### config.mk
export PLATFORM = sky130hd
export DESIGN_NAME = lfsr_seq_arb
export DESIGN_NICKNAME = d
export VERILOG_FILES = /design/src/rtl/lfsr_seq_arb.sv
export SDC_FILE = /design/constraint.sdc
export NUM_CORES = 1
export LEC_CHECK = 0
export CAP_MARGIN = 40
export CORE_MARGIN = 1
export CORE_UTILIZATION = 46
export CTS_BUF_LIST = sky130_fd_sc_hd__clkbuf_8
export DETAILED_ROUTE_END_ITERATION = 10
export PLACE_DENSITY = 0.88
export SLEW_MARGIN = 0
export SYNTH_ARGS = -nofsm -noshare
export SYNTH_HDL_FRONTEND = slang
export SYNTH_SLANG_ARGS = --single-unit
### constraint.sdc
create_clock -name clk -period 4.8 [get_ports clk]
set_clock_uncertainty 0.1 [all_clocks]
set_input_delay 0.72 -clock clk [delete_from_list [all_inputs] [get_ports clk]]
set_output_delay 0.72 -clock clk [all_outputs]
set_load 0.02 [all_outputs]
### src/rtl/lfsr_seq_arb.sv
// lfsr_seq_arb: two-requester round-robin front end for a shared external LFSR.
// A grant latches the owner's seed and step count. The LFSR is then loaded
// for one cycle and shifted 'steps' times. The final word is returned with
// a one-cycle ack that also carries wrap (the register got back to the seed)
// and err (all-zero seed rejected).
module lfsr_seq_arb #(
   parameter int NBITS = 16,
   parameter int CNT_W = 16
) (
   input  logic             clk,
   input  logic             rst,
   input  logic             req0,
   input  logic [NBITS-1:0] seed0,
   input  logic [CNT_W-1:0] steps0,
   input  logic             req1,
   input  logic [NBITS-1:0] seed1,
   input  logic [CNT_W-1:0] steps1,
   output logic             ack0,
   output logic             ack1,
   output logic [NBITS-1:0] result,
   output logic             wrap,
   output logic             err,
   output logic             busy,
   output logic [1:0]       gnt,
   output logic             lfsr_we,
   output logic [NBITS-1:0] lfsr_data,
   input  logic [NBITS-1:0] lfsr_q,
   input  logic             lfsr_fin
);

   typedef enum logic [1:0] {IDLE, LOAD, RUN, DONE} state_t;

   state_t           state;
   logic [CNT_W-1:0] cnt;        // RUN cycles still to go
   logic             rr;         // side preferred when both request (0 = req0)
   logic             first_run;  // first RUN cycle: LFSR still holds the bare seed
   logic             ran;        // at least one shift was issued
   logic             wrap_seen;  // seed reappeared during an earlier RUN cycle

   logic             pick;       // side that wins if a grant happens now
   logic [NBITS-1:0] pick_seed;
   logic [CNT_W-1:0] pick_steps;

   // Arbitration: a lone requester always wins; on contention the rr pointer decides
   always_comb begin
      pick = 1'b0;
      if (req0 && req1) begin
         pick = rr;
      end else if (req1) begin
         pick = 1'b1;
      end
   end

   assign pick_seed  = pick ? seed1  : seed0;
   assign pick_steps = pick ? steps1 : steps0;

   // Control FSM with registered handshake and LFSR-control outputs
   always_ff @(posedge clk) begin
      if (rst) begin
         state     <= IDLE;
         cnt       <= '0;
         rr        <= 1'b0;
         first_run <= 1'b0;
         ran       <= 1'b0;
         wrap_seen <= 1'b0;
         ack0      <= 1'b0;
         ack1      <= 1'b0;
         err       <= 1'b0;
         busy      <= 1'b0;
         gnt       <= 2'b00;
         lfsr_we   <= 1'b0;
         lfsr_data <= '0;
      end else begin
         ack0    <= 1'b0;
         ack1    <= 1'b0;
         lfsr_we <= 1'b0;
         case (state)
            IDLE: begin
               if (req0 || req1) begin
                  gnt       <= pick ? 2'b10 : 2'b01;
                  rr        <= ~pick;
                  lfsr_data <= pick_seed;
                  cnt       <= pick_steps;
                  wrap_seen <= 1'b0;
                  ran       <= 1'b0;
                  busy      <= 1'b1;
                  if (pick_seed == '0) begin
                     // All-zero seed would lock the LFSR: answer at once, never load it
                     err   <= 1'b1;
                     ack0  <= ~pick;
                     ack1  <= pick;
                     state <= DONE;
                  end else begin
                     err     <= 1'b0;
                     lfsr_we <= 1'b1;
                     state   <= LOAD;
                  end
               end
            end
            LOAD: begin
               first_run <= 1'b1;
               if (cnt == '0) begin
                  ack0  <= gnt[0];
                  ack1  <= gnt[1];
                  state <= DONE;
               end else begin
                  ran   <= 1'b1;
                  state <= RUN;
               end
            end
            RUN: begin
               first_run <= 1'b0;
               if (!first_run && lfsr_fin) begin
                  wrap_seen <= 1'b1;
               end
               cnt <= cnt - CNT_W'(1);
               if (cnt == CNT_W'(1)) begin
                  ack0  <= gnt[0];
                  ack1  <= gnt[1];
                  state <= DONE;
               end
            end
            DONE: begin
               state <= IDLE;
               busy  <= 1'b0;
               gnt   <= 2'b00;
               err   <= 1'b0;
            end
            default: state <= IDLE;
         endcase
      end
   end

   // The last shift lands on the DONE cycle, so the register is read live there;
   // the return to the seed after the final shift is also caught live on lfsr_fin.
   assign result = (state == DONE && !err) ? lfsr_q : '0;
   assign wrap   = (state == DONE) && (wrap_seen || (ran && lfsr_fin));

endmodule

Word level (Yosys, flattened, before mapping):

Index checks and enable logic that the tools add are counted.

* bits in registers: 45
* bits of input ports: 85
* output and inout bits: 40
* word-level logic and storage cells: 85

* $add $sub $neg: 1
* eq/ne operators: 8
* mux-type cells: 37
* bitwise logic cells: 3
* reduce and logical (&&, ||, !) cells: 23

Operators by type and width (count)
* $mux 16: 4
* $logic_not 16->1: 2
* $pmux 16 s2: 1
* $mux 1: 18
* $eq 16x1->1 const B: 1
* $sub 16x1->16 const B: 1
* $mux 2: 5
* $pmux 1 s2: 5
* $ne 2x2->1 const B: 4
* $pmux 2 s4: 1
* $reduce_and 2->1: 4
* $reduce_bool 2->1: 4
* $pmux 1 s3: 2
* $reduce_and 3->1: 2
* $logic_and 1x1->1: 5
* $eq 2x2->1 const B: 2
* $pmux 2 s2: 1
* $not 1->1: 3
* $reduce_or 3->1: 1
* $eq 2x1->1 const B: 1
* $logic_not 1->1: 2
* $logic_not 2->1: 1
* $logic_or 1x1->1: 2

Longest topological paths before layout:

Gate-level depths: netlist of the first run.

* word-level depth: 7
* gate-level depth with buffers: 10
* depth with buffers taken out: 7

Worst setup path before layout of the first run:

OpenSTA, ideal clock, no wires.

* path kind: input port to flip-flop
* from: input req1
* to: register cnt[0]
* setup time: 128 ps
* arrival time: 1972 ps
* required time: 4572 ps
* slack: 2600 ps
* cell stages on the path: 8
* buffers on the path: 3
* path through: or3b_1 > buf_2 > o21ai_1 > buf_2 > buf_4 > nor3_1 > a221oi_1 > nor2_1

* longest elaborated chain between the ends: 5
* elaborated cells between the ends (all ways): 9
* those cells by class: 1 x eq/ne; 5 x mux; 3 x reduce/logical

Ends and longest elaborated chain
* start, declared: line 15 `input logic req1,`
* $mux 1 / $logic_and 1x1->1 (equally long branches): line 49, 47
* $mux 1: line 47 `if (req0 && req1) begin`
* $mux 16: line 55 `assign pick_steps = pick ? steps1 : steps0;`
* $mux 16: line 79 `if (req0 || req1) begin`
* $pmux 16 s2: line 77 `case (state)`
* end signal, assigned: line 83 `cnt <= pick_steps;`
* end signal, assigned: line 116 `cnt <= cnt - CNT_W'(1);`
* end, declared: line 34 `logic [CNT_W-1:0] cnt;`

Parallel ways exist; a longest one is shown, timed or not. The select of a mux whose other input is x is not followed.
A chain may end at the register's enable or synchronous reset.

Worst setup path in the final report of the first run:

* from: register state[1]
* to: output result[12]

* longest elaborated chain between the ends: 3

Ends and longest elaborated chain
* start, declared: line 33 `state_t state;`
* start signal, assigned: line 60 `state <= IDLE;`
* start signal, assigned: line 92 `state <= DONE;`
* start signal, assigned: line 96 `state <= LOAD;`
* $eq 2x2->1: line 136 `assign result = (state == DONE && !err) ? lfsr_q : '0;`
* $logic_and 1x1->1: line 136
* $mux 16: line 136
* end, declared: line 20 `output logic [NBITS-1:0] result,`

Every way passes these cells.

==> results of run 1 <==
kinds of logic (layout without fill, tap and decap cells):
group | Yosys count | in the layout | synth area share
buffers and inverters | 34 | 149 | 0.0537
AND/OR/NAND/NOR | 157 | 157 | 0.286
multiplexers | 22 | 22 | 0.0855
flip-flops | 45 | 45 | 0.328
adder cells (fa/ha/maj) | 8 | 8 | 0.0364
AO/OA/AOI/OAI | 81 | 81 | 0.211
cell usage after synthesis, types with 3 or more instances:
| cell | count | area, um2 |
|---|---|---|
| sky130_fd_sc_hd__a21oi_1 | 15 | 75.1 |
| sky130_fd_sc_hd__a22oi_1 | 12 | 90.1 |
| sky130_fd_sc_hd__a311oi_1 | 17 | 149 |
| sky130_fd_sc_hd__and2_1 | 17 | 106 |
| sky130_fd_sc_hd__buf_2 | 7 | 35.0 |
| sky130_fd_sc_hd__clkbuf_1 | 16 | 60.1 |
| sky130_fd_sc_hd__dfxtp_1 | 45 | 901 |
| sky130_fd_sc_hd__ha_1 | 8 | 100 |
| sky130_fd_sc_hd__inv_1 | 9 | 33.8 |
| sky130_fd_sc_hd__mux2_2 | 12 | 135 |
| sky130_fd_sc_hd__mux2i_1 | 10 | 100 |
| sky130_fd_sc_hd__nand2_1 | 52 | 195 |
| sky130_fd_sc_hd__nand3_1 | 5 | 25.0 |
| sky130_fd_sc_hd__nand4_1 | 3 | 18.8 |
| sky130_fd_sc_hd__nor2_1 | 36 | 135 |
| sky130_fd_sc_hd__nor2b_1 | 3 | 18.8 |
| sky130_fd_sc_hd__nor3_1 | 9 | 45.0 |
| sky130_fd_sc_hd__nor3b_1 | 4 | 30.0 |
| sky130_fd_sc_hd__nor4_1 | 10 | 62.6 |
| sky130_fd_sc_hd__o21ai_0 | 7 | 35.0 |
| sky130_fd_sc_hd__o21ai_1 | 4 | 20.0 |
| sky130_fd_sc_hd__o22ai_1 | 8 | 50.1 |
| sky130_fd_sc_hd__o31ai_1 | 3 | 22.5 |
| sky130_fd_sc_hd__or4_1 | 5 | 37.5 |
worst register-to-register path: cells and delay by family (launching register included):
kind | cells | cell delay (ns)
flops | 1 | 0.36
compound gates | 2 | 0.59
buf+inv | 3 | 0.67
fa+ha+maj | 1 | 0.31
simple gates | 3 | 0.73
routing by layer:
metal	global-route usage	wire length, um	share of wire	vias up
met1	0.319	3410	0.42	1477
met5	0	0	0	-
met2	0.458	4120	0.51	108
met3	0.0448	395	0.049	18
li1	-	-	-	1488
met4	0.0964	170	0.021	0
registers in the layout, indices dropped and copies added, names as in the netlist:
register	flops
ack0	1
ack1	1
busy	1
cnt	16
err	1
first_run	1
gnt	2
lfsr_data	16
lfsr_we	1
ran	1
rr	1
state	2
wrap_seen	1
stage by stage:
step	area (um2)	utilization
2_1_floorplan	2750	-
3_3_place_gp	4000	0.709
3_5_place_dp	4060	0.720
4_1_cts	4160	0.738
5_1_grt	4170	0.739
6_report	4170	0.739
cell type report:
class | instances | area share
Timing Repair Buffer | 132 | 0.322
Tap cell | 72 | 0.0216
Clock buffer | 7 | 0.0231
Multi-Input combinational cell | 268 | 0.408
Clock inverter | 1 | 0.00120
Sequential cell | 45 | 0.216
Inverter | 9 | 0.00810
power groups by stage:
| stage | Combinational, mW | Clock [mW] | Sequential, mW |
|---|---|---|---|
| global route | 1.46 | 0.280 | 0.697 |
| finish | 1.35 | 0.259 | 0.670 |
| floorplan | 0.814 | 0 | 0.732 |
| detailed placement | 1.32 | 0 | 0.673 |
| CTS | 1.33 | 0.262 | 0.666 |
| global placement | 1.24 | 0 | 0.665 |
final timing paths:
path / slack [ns] / cells past startpoint / startpoint / end
worst max-delay path: 1.57 / 4 / state[1] / result[12]
worst min register to register: 0.38 / 2 / gnt[0] / gnt[0]
worst min-delay path: 0.38 / 2 / gnt[0] / gnt[0]
worst max register to register: 1.94 / 9 / state[0] / cnt[0]
==> impl.org, run 1 <==
** Outcome
- The flow ran to the end, and the final reports show no timing, DRC or antenna violations.

** Layout
- Combined flip-flop and latch cell area :: 901 um2
- Layout Nets :: 554
- The number of antenna diodes in the final layout is 0.
- Of the cells placed in the final design, the portion with a size suffix greater than 1 is 0.0758.
- Layout overhead on the synthesized area :: 51.6%
- Fill cells in the final layout number 425.
- Most common library cell in the layout ignoring fill and taps :: sky130_fd_sc_hd__clkdlybuf4s50_1
- In the layout the commonest cells are sky130_fd_sc_hd__clkdlybuf4s50_1 (124), sky130_fd_sc_hd__nand2_1 (52), sky130_fd_sc_hd__dfxtp_1 (45).
- Excluding fillers, the count of instances in the completed layout stands at 534.
- In the final layout, the multi-input gates occupy 0.00170 mm2.

** Logic synthesis
- Post-synthesis sequential area ratio :: 0.328
- The Yosys step of the flow raised 0 warnings.
- Post-synth EDFFs :: 0
- Netlist area before placement :: 0.00275 mm2
- Counting every net in the synthesized netlist gives 440.
- In the synthesized netlist, the number of instances is 347.
- Synthesized area per cell :: roughly 7.9 um2
- Counting flops with an async set or reset pin after synthesis yields a share of 0.
- The number of different library cells used by synthesis comes to 48.
- Counting flops and latches in the post-synthesis netlist gives 45.
- Among all flip-flop cells after synthesis, the most frequent one is sky130_fd_sc_hd__dfxtp_1.

** Drt
- In the final routed layout, each cell accounts on average for between 15 and 20 um.
- Dividing the detail-routed via count by the number of cells gives 5.79.
- Count of antenna-violating nets left after detailed routing :: 0
- DRC violations left :: 0
- Routed wire length :: 8.10 mm
- The first TritonRoute pass finished after 4 iterations.
- Total via count after detailed routing :: 3091
- The first routing iteration left 212 violations.

** Die
- Measured along the y axis, the die boundary spans 79.3 um.
- The initial utilization of the core area, before any placement, comes to 0.487.
- Std-Cell Rows :: 27
- Width of the die :: 79.3 um
- The floorplan step defined a die boundary enclosing roughly 0.0063 mm2.
- Area of the core :: 0.00564 mm2
- Pin placement for this block handled 125 I/O pins.

** Place
- The congestion estimate from routability-driven global placement came to 0.877.
- Detailed-placement wirelength estimate :: 6.06 mm
- Worst slack after detailed placement :: 1.57 ns
- Input/output buffers :: between 100 and 150
- In this run, placement finished with an instance count of 525.

** Clock network
- The cell sitting at the root of the clock tree is a sky130_fd_sc_hd__clkbuf_8.
- Post-CTS timing repair inserted 0 buffers for setup.
- CTS Hold Buffers Added :: 0
- Depth of the CTS H-tree :: 2
- No sink is reached through more buffers than the 2 on the longest clock path.
- TritonCTS built the clock tree.
- The clock net in this run drives a total of 45 sinks.
- Clock edge transition at the registers on the reported setup and hold paths :: 0.09 ns
- After clock tree synthesis, the repair step resized 0 gates.
- At the later pin of the worst-skew pair, clock insertion delay measures 0.29 ns.
- Counting the buffers created by CTS gives 5.

** Power and ir drop
- Cell internal power was estimated by the tool at between 1 and 1.5 mW.
- Overall power consumption after layout is estimated at ~2.3 mW.
- Clk pwr share :: 0.114
- Gate power share :: 0.593
- Power Density :: 547 mW/mm2
- Of the total power, the share spent switching nets is 0.450.
- VDD sags by at most around 0.29 mV.
- For this design the static power due to leakage is 1.60 nW.
- Net Sw Power :: slightly above 1 mW
- Part of the power in registers :: 0.294

** STA
- Setup violations remaining at the end of the flow were counted as 0.
- Dividing the final minimum period by the clock period gives 0.674.
- Slew of the pin with the lowest slew margin :: just under 0.9 ns
- Timing would allow up to 309 MHz.
- The worst path needs 3.23 ns of the cycle, external delays included.
- In this run the tightest slew margin relative to its limit is 0.418.
- The count of endpoints failing hold in the final timing report was 0.
- Final critical-path setup slack :: 1.57 ns
- Across all hold checks on the routed design, the worst slack comes to 0.376 ns.
- Summed over all failing endpoints, the final setup total negative slack is 0 ns.
- Setup repair after global routing left no endpoint under its margin.
- The max-slew violation count is 0.

** Global routing
- GRT Util Overall :: 0.262
- Global routing finished with a remaining overflow of 0.
- The initial antenna violation count is 0.
- The first global-routing pass estimated 13.3 mm of wire.
- Pin count of the biggest net entering global routing :: 37
- The number of global-route vias before repair was 2908.

** Setup path
- The signal on the critical path passes through ha_1 -> nor2b_1 -> and2_1 -> clkdlybuf4s50_1.
- The worst setup path is of the flip-flop to output pin kind.
- Among all stages on the critical path, the largest delay is contributed by sky130_fd_sc_hd__clkdlybuf4s50_1.
- For the worst setup path, the data required time is 3.98 ns.
- Worst path top cell family by delay :: simple AND/OR/NAND/NOR gates
- Longest individual stage delay on the worst path :: ~0.6 ns
- Largest driver fanout on the critical path :: 16
- Data arrives at the worst endpoint at approximately 2.4 ns.
- Kind of end point of the critical path :: output pin
- CP startpoint kind :: flip-flop
- Counting both buffers and inverters, the worst setup path holds a total of 1.

** Min path
- Worst hold path type :: flip-flop to flip-flop

** Run
- Across the run, the number of max-cap violations was 0.
Note: power is estimated with default switching activity, not from simulation.
==> inputs of run 2 (changes only) <==
- CORE_UTILIZATION: 46 -> 43
- PLACE_DENSITY: 0.88 -> 0.83
- clock period: 4.8 -> 3.26 ns (I/O delays scaled with it)
==> run 2 against run 1 <==
Effect of this change:
- register-to-register slack worse by 1.4 ns
- combinational power rose by 44%
- sequential power rose by 48%
- die area is 6.8% higher
- clock power rose by 28%
- flip-flop and latch count is the same
- critical path depth stayed put
- sequential share of layout area up 0.14 points
- worst hold slack got worse by 0.0013 ns
- global-route usage decreased by 2.2 points
- worst setup slack worse by 1.3 ns
- critical path type unchanged
==> impl.org, run 2 (synthesized netlist as in run 1, its figures left out) <==
** Setup path
- The maximum fanout along the worst path came to 16 (unchanged).
- The endpoint required time on the critical path was 2.67 ns (was 3.98 ns).
- The type of element launching the critical path is a flip-flop (unchanged).
- Worst setup slack for register-to-register paths :: 0.54 ns (was 1.94 ns)
- The highest cell delay on the worst timing path was 0.60 ns (about the same).
- The arrival time at the worst endpoint is 2.39 ns (was 2.41 ns).
- The kind of cell adding the most delay to the critical path is simple AND/OR/NAND/NOR gates (unchanged).
- The cell depth of the worst setup path came to 4 (unchanged).
- The depth of the worst register-to-register path is 8 (was 9).
- The kind of capture point of the worst setup path is an output pin (unchanged).
- The worst path buffer plus inverter count was 1 (unchanged).
- Worst-path cell chain :: ha_1 -> nor2b_1 -> and2_1 -> clkdlybuf4s50_1 (unchanged)
- WS Path Type :: flip-flop to output pin (unchanged)
- CP max stage cell :: sky130_fd_sc_hd__clkdlybuf4s50_1 (unchanged)

** Global routing
- GRT Util Overall :: 0.240 (was 0.262)
- Initial antenna violation count :: 0 (unchanged)
- The maximum number of pins on one net before global-route repair was 28 (was 37).
- Global-route wire length before repair :: 12.5 mm (was 13.3 mm)
- Via count of the first global-routing pass :: 2743 (was 2908)
- Grt total ovfl :: 0 (unchanged)

** Drt
- Starting DRC count in detailed routing :: 253 (was 212)
- The number of vias per cell came to 5.63 (was 5.79).
- Average wire per cell in the routed design :: 14.9 um (was 15.2 um)
- Routed wire length :: 8.04 mm (was 8.10 mm)
- Total via count after detailed routing :: 3030 (was 3091)
- Count of antenna-violating nets left after detailed routing :: 0 (unchanged)
- DRC violations left :: 0 (unchanged)
- Pre-Repair DR Iteration Count :: 4 (unchanged)

** Clock network
- The total of hold buffers inserted after clock tree synthesis came to 0 (unchanged).
- Clock sink count :: 45 (unchanged)
- The number of buffers created by CTS was 5 (unchanged).
- Clock Tree Root :: sky130_fd_sc_hd__clkbuf_8 (unchanged)
- Depth of the CTS H-tree :: 2 (unchanged)
- The maximum buffer depth of the clock tree came to 2 (unchanged).
- The number of buffers added for setup after CTS was 0 (unchanged).
- The clock latency reported for the late side of the worst-skew pair is 0.30 ns (was 0.29 ns).
- Clock tree from TritonCTS :: yes (unchanged)
- Clock edge transition at the registers on the reported setup and hold paths :: 0.09 ns (about the same)
- The number of gates resized after cts came to 0 (unchanged).

** STA
- Number of max-slew violations in the final report :: 0 (unchanged)
- Of the available clock period, the critical path in the final layout requires 0.914.
- The headroom to the max-slew limit came to 0.391 (was 0.418).
- Number of setup violations in the final report :: 0 (unchanged)
- Setup TNS :: 0 ns (unchanged)
- The smallest clock period supported by the final layout is computed as 2.98 ns.
- Unrepaired setup endpoints after global routing :: no (unchanged)
- Slew of the pin with the lowest slew margin :: 0.910 ns (was 0.873 ns)
- Derived from the worst setup path, the maximum achievable clock frequency is 336 MHz.
- The count of endpoints failing hold in the final timing report came to 0 (unchanged).

** Power and ir drop
- Leakage dissipation :: 1.59 nW (was 1.60 nW)
- The maximum vdd ir drop is 0.500 mV (was 0.289 mV).
- Power Density :: 788 mW/mm2 (was 547 mW/mm2)

** Die
- Overall die area :: 0.00672 mm2 (was 0.00629 mm2)
- The die boundary height is 82.0 um (was 79.3 um).
- Width of the die :: 82.0 um (was 79.3 um)
- Area of the core :: 0.00606 mm2 (was 0.00564 mm2)
- Ports placed on the boundary :: 125 (unchanged)
- Initial core utilization :: 0.454 (was 0.487)
- Std-Cell Rows :: 28 (was 27)

** Layout
- Layout overhead on the synthesized area :: 50.6% (was 51.6%)
- Ant. Diodes :: 0 (unchanged)
- The most common cell after layout, fill and taps aside is sky130_fd_sc_hd__clkdlybuf4s50_1 (unchanged).
- The end-of-flow core utilization is 0.684 (was 0.739).
- The share of final-layout standard cells stronger than drive strength 1 was 0.0734 (was 0.0758).
- Most frequent cells in the layout: sky130_fd_sc_hd__clkdlybuf4s50_1 (124), sky130_fd_sc_hd__nand2_1 (52), sky130_fd_sc_hd__dfxtp_1 (45) (unchanged).
- Registers with the most flip-flops: cnt: 16 flops, lfsr_data: 16 flops (unchanged).
- Layout Nets :: 555 (was 554)

** Place
- The half-perimeter wire length after detailed placement is 6.12 mm (was 6.06 mm).
- Input/output buffers :: 124 (unchanged)
- Final RePlAce weighted congestion :: 0.842 (was 0.877)

** Outcome
- Result of the run: finished, final reports clean (unchanged).

** Run
- The max-capacitance violation count came to 0 (unchanged).

** Min path
- The hold-critical path depth was 2 (unchanged).
- Worst hold path type :: flip-flop to flip-flop (unchanged)
run 2: routing by layer:
metal / wire, um / track usage / vias up / share of wire
met5: 0 / 0 / - / 0
met4: 78 / 0.0632 / 0 / 0.0097
met3: 640 / 0.0533 / 8 / 0.080
met2: 4060 / 0.407 / 128 / 0.51
met1: 3260 / 0.306 / 1399 / 0.41
li1: - / - / 1495 / -
run 2: final timing paths:
path | startpoint | to
worst max-delay path | state[0] | result[5]
worst min-delay path | gnt[0] | gnt[0]
worst max register to register | state[0] | cnt[6]
worst min register to register | gnt[0] | gnt[0]
run 2: tightest hold or removal path, cell delays in order (launching register included):
cell and delay [ns]:
sky130_fd_sc_hd__dfxtp_1 0.33, sky130_fd_sc_hd__nand2_1 0.05, sky130_fd_sc_hd__a21oi_1 0.05
run 2: cell type report:
type                            count  area (um2)
Clock buffer                        5        68.8
Clock inverter                      3        15.0
Fill cell                         522        1920
Inverter                            9        33.8
Multi-Input combinational cell    268        1700
Sequential cell                    45         901
Tap cell                           75        93.8
Timing Repair Buffer              133        1330
run 2: where the power goes:
group          total, mW  internal (mW)  switching (mW)
registers          0.989          0.780           0.209
clock network      0.331          0.146           0.186
logic               1.94          0.868            1.08
total               3.26           1.79            1.47
run 2: per-stage QoR:
stage          total power, mW  hold WS, ns  instances  setup slack [ns]  instance area (um2)
2_1_floorplan             2.28        0.354        347              1.14                 2750
3_3_place_gp              2.82        0.362        529             0.554                 4030
3_5_place_dp              2.93        0.367        530             0.460                 4060
4_1_cts                   3.26        0.378        538             0.250                 4140
5_1_grt                   3.53        0.399        538            0.0798                 4140
6_report                  3.26        0.374        538             0.281                 4140
==> inputs of run 3 (changes only) <==
- GPL_ROUTABILITY_DRIVEN: default -> 1
- PLACE_DENSITY: 0.83 -> 0.89
- SKIP_LAST_GASP: default -> 1
==> run 3 against run 2 <==
Effect of this change:
- via count is 0.50% higher
- maximum frequency is 2.5% lower
- clock power is 6.0% higher
- largest cell class unchanged
- core utilization hardly changed
- flip-flop and latch count stayed put
- critical path depth stayed put
- worst hold slack better by 0.011 ns
- register-to-register slack better by 0.25 ns
- global-route usage hardly changed
- worst setup slack worse by 0.075 ns
- clock-buffer cell count is 1 higher
==> impl.org, run 3 (synthesized netlist as in run 1, its figures left out) <==
** Die
- The die footprint was 0.00672 mm2 (unchanged).
- The number of I/O pins came to 125 (unchanged).
- Width of the die :: 82.0 um (unchanged)
- Initial core utilization :: 0.454 (unchanged)
- The floorplan core area is 0.00606 mm2 (unchanged).
- The die boundary height is 82.0 um (unchanged).
- The row count came to 28 (unchanged).

** Setup path
- Worst-path cell chain :: ha_1 -> nor2b_1 -> and2_1 -> clkdlybuf4s50_1 (unchanged)
- The endpoint required time on the critical path is 2.67 ns (about the same).
- The slowest library cell on the worst path is sky130_fd_sc_hd__nor2b_1 (was sky130_fd_sc_hd__clkdlybuf4s50_1).
- The maximum fanout along the worst path came to 16 (unchanged).
- The worst path buffer plus inverter count was 1 (unchanged).
- CP startpoint kind :: flip-flop (unchanged)
- The kind of cell adding the most delay to the critical path is simple AND/OR/NAND/NOR gates (unchanged).
- The kind of capture point of the worst setup path was an output pin (unchanged).
- Longest individual stage delay on the worst path :: 0.60 ns (about the same)
- WS Path Type :: flip-flop to output pin (unchanged)
- Data arrival time of the critical path :: 2.47 ns (was 2.39 ns)

** Clock network
- CTS Hold Buffers Added :: 0 (unchanged)
- CTS buffer count :: 5 (unchanged)
- Number of gates resized after cts :: 0 (unchanged)
- The clock-pin slew reported for the worst setup and hold paths after clock tree synthesis came to 0.08 ns (was 0.09 ns).
- The maximum level of the CTS H-tree is 2 (unchanged).
- The number of buffers added for setup after CTS is 0 (unchanged).
- Clock Tree Root :: sky130_fd_sc_hd__clkbuf_8 (unchanged)
- Clock sink count :: 45 (unchanged)
- The clock latency reported for the late side of the worst-skew pair was 0.30 ns (about the same).
- Clock tree from TritonCTS :: yes (unchanged)
- Max Buffers Root-to-Sink :: 2 (unchanged)

** Run
- The max-capacitance violation count is 0 (unchanged).

** STA
- The smallest setup slack after layout is 0.205 ns (was 0.281 ns).
- The max-slew violation count came to 0 (unchanged).
- The headroom to the max-slew limit was 0.548 (was 0.391).
- The count of endpoints failing hold in the final timing report was 0 (unchanged).
- The upper clock frequency limit was 327 MHz (was 336 MHz).
- The final setup TNS is 0 ns (unchanged).
- Final Cycle Share :: 0.937 (was 0.914)
- Unrepaired setup endpoints after global routing :: no (unchanged)
- Number of setup violations in the final report :: 0 (unchanged)
- The time the final worst path needs with I/O delays and setup came to 3.05 ns (was 2.98 ns).
- The transition time at the pin with the least slew margin came to 0.676 ns (was 0.910 ns).

** Power and ir drop
- The static leakage power was 1.59 nW (about the same).
- Power Density :: 792 mW/mm2 (was 788 mW/mm2)
- Power consumption :: 3.28 mW (was 3.26 mW)
- The maximum vdd ir drop was 0.341 mV (was 0.500 mV).

** Drt
- The post-detailed-routing wire length was 8.09 mm (was 8.04 mm).
- The vias after detailed routing was 3045 (was 3030).
- The number of vias per cell was 5.66 (was 5.63).
- The number of nets with antenna violations after detailed routing is 0 (unchanged).
- The average routed wire per standard cell came to 15.0 um (was 14.9 um).
- DRC violations left :: 0 (unchanged)
- The number of optimization iterations in the first detailed-route pass was 7 (was 4).
- Starting DRC count in detailed routing :: 202 (was 253)

** Layout
- Layout Nets :: 556 (was 555)
- Layout overhead on the synthesized area :: 50.5% (was 50.6%)
- The area taken by multi-input logic gates was 0.00170 mm2 (unchanged).
- Number of filler instances in the final layout :: 491 (was 522)
- Registers with the most flip-flops: cnt: 16 flops, lfsr_data: 16 flops (unchanged).
- Most frequent cells in the layout :: sky130_fd_sc_hd__clkdlybuf4s50_1 (124), sky130_fd_sc_hd__nand2_1 (52), sky130_fd_sc_hd__dfxtp_1 (45) (unchanged)
- The final cell count without fillers is 538 (unchanged).
- Ratio of cells with drive above 1 in the final layout :: 0.0756 (was 0.0734)
- The sequential cell area came to 901 um2 (unchanged).
- Most common library cell in the layout ignoring fill and taps :: sky130_fd_sc_hd__clkdlybuf4s50_1 (unchanged)
- The number of antenna cells inserted came to 0 (unchanged).

** Global routing
- The maximum number of pins on one net before global-route repair came to 29 (was 28).
- The overall fraction of global-route tracks in use is 0.240 (about the same).
- Via count of the first global-routing pass :: 2726 (was 2743)
- Global-route wire length before repair :: 12.4 mm (was 12.5 mm)
- The final global-route overflow total is 0 (unchanged).
- The initial antenna violation count is 0 (unchanged).

** Place
- # placed instances :: 531 (was 530)
- The number of port buffers was 124 (unchanged).
- The half-perimeter wire length after detailed placement is 6.22 mm (was 6.12 mm).
- The routability congestion estimate from global placement was 0.835 (was 0.842).
- The worst setup timing slack at the placement stage came to 0.524 ns (was 0.460 ns).

** Outcome
- Result of the run: finished, final reports clean (unchanged).

** Min path
- The worst min-delay path category is flip-flop to flip-flop (unchanged).
-- run 3: changes by cell type in the layout (fill, tap and decap cells not counted), sizes merged --
| cell | previous run | this run |
|---|---|---|
| clkbuf | 5 | 6 |
| buf | 9 | 10 |
| inv | 11 | 10 |
| clkinvlp | 1 | 0 |
-- run 3: final cells by class --
class / count / share of cell area
clock buffer: 6 / 0.0199
timing repair buffer: 134 / 0.320
clock inverter: 1 / 0.000907
tap: 75 / 0.0227
inverter: 9 / 0.00816
sequential: 45 / 0.218
multi-input combinational: 268 / 0.411
-- run 3: worst min-delay path: cells and delay by family (launching register included) --
kind / cells / cell delay, ns
AO/OA/AOI/OAI: 1 / 0.06
flip-flops: 1 / 0.33
AND/OR/NAND/NOR: 1 / 0.06
-- run 3: routing by layer --
| layer | part of all wire | global-route usage |
|---|---|---|
| met1 | 0.40 | 0.300 |
| met2 | 0.49 | 0.398 |
| met3 | 0.089 | 0.0567 |
| met4 | 0.020 | 0.0912 |
| met5 | 0 | 0 |
-- run 3: worst paths after layout --
| path | start | endpoint | slack [ns] | cells after the start |
|---|---|---|---|---|
| hold reg to reg | gnt[0] | gnt[0] | 0.39 | 2 |
| setup / recovery | state[0] | result[7] | 0.21 | 4 |
| setup reg to reg | state[0] | cnt[15] | 0.79 | 8 |
| hold / removal | gnt[0] | gnt[0] | 0.39 | 2 |
-- run 3: through the flow --
stage,area [um2],utilization,hold slack [ns]
2_1_floorplan,2750,-,0.354
3_3_place_gp,4040,0.666,0.358
3_5_place_dp,4050,0.669,0.371
4_1_cts,4140,0.683,0.383
5_1_grt,4140,0.683,0.403
6_report,4140,0.683,0.386
-- run 3: power by group --
| part | switching [mW] | internal [mW] | leakage (nW) |
|---|---|---|---|
| clock | 0.186 | 0.165 | 0.0485 |
| combinational | 1.10 | 0.852 | 1.17 |
| sequential | 0.201 | 0.780 | 0.372 |
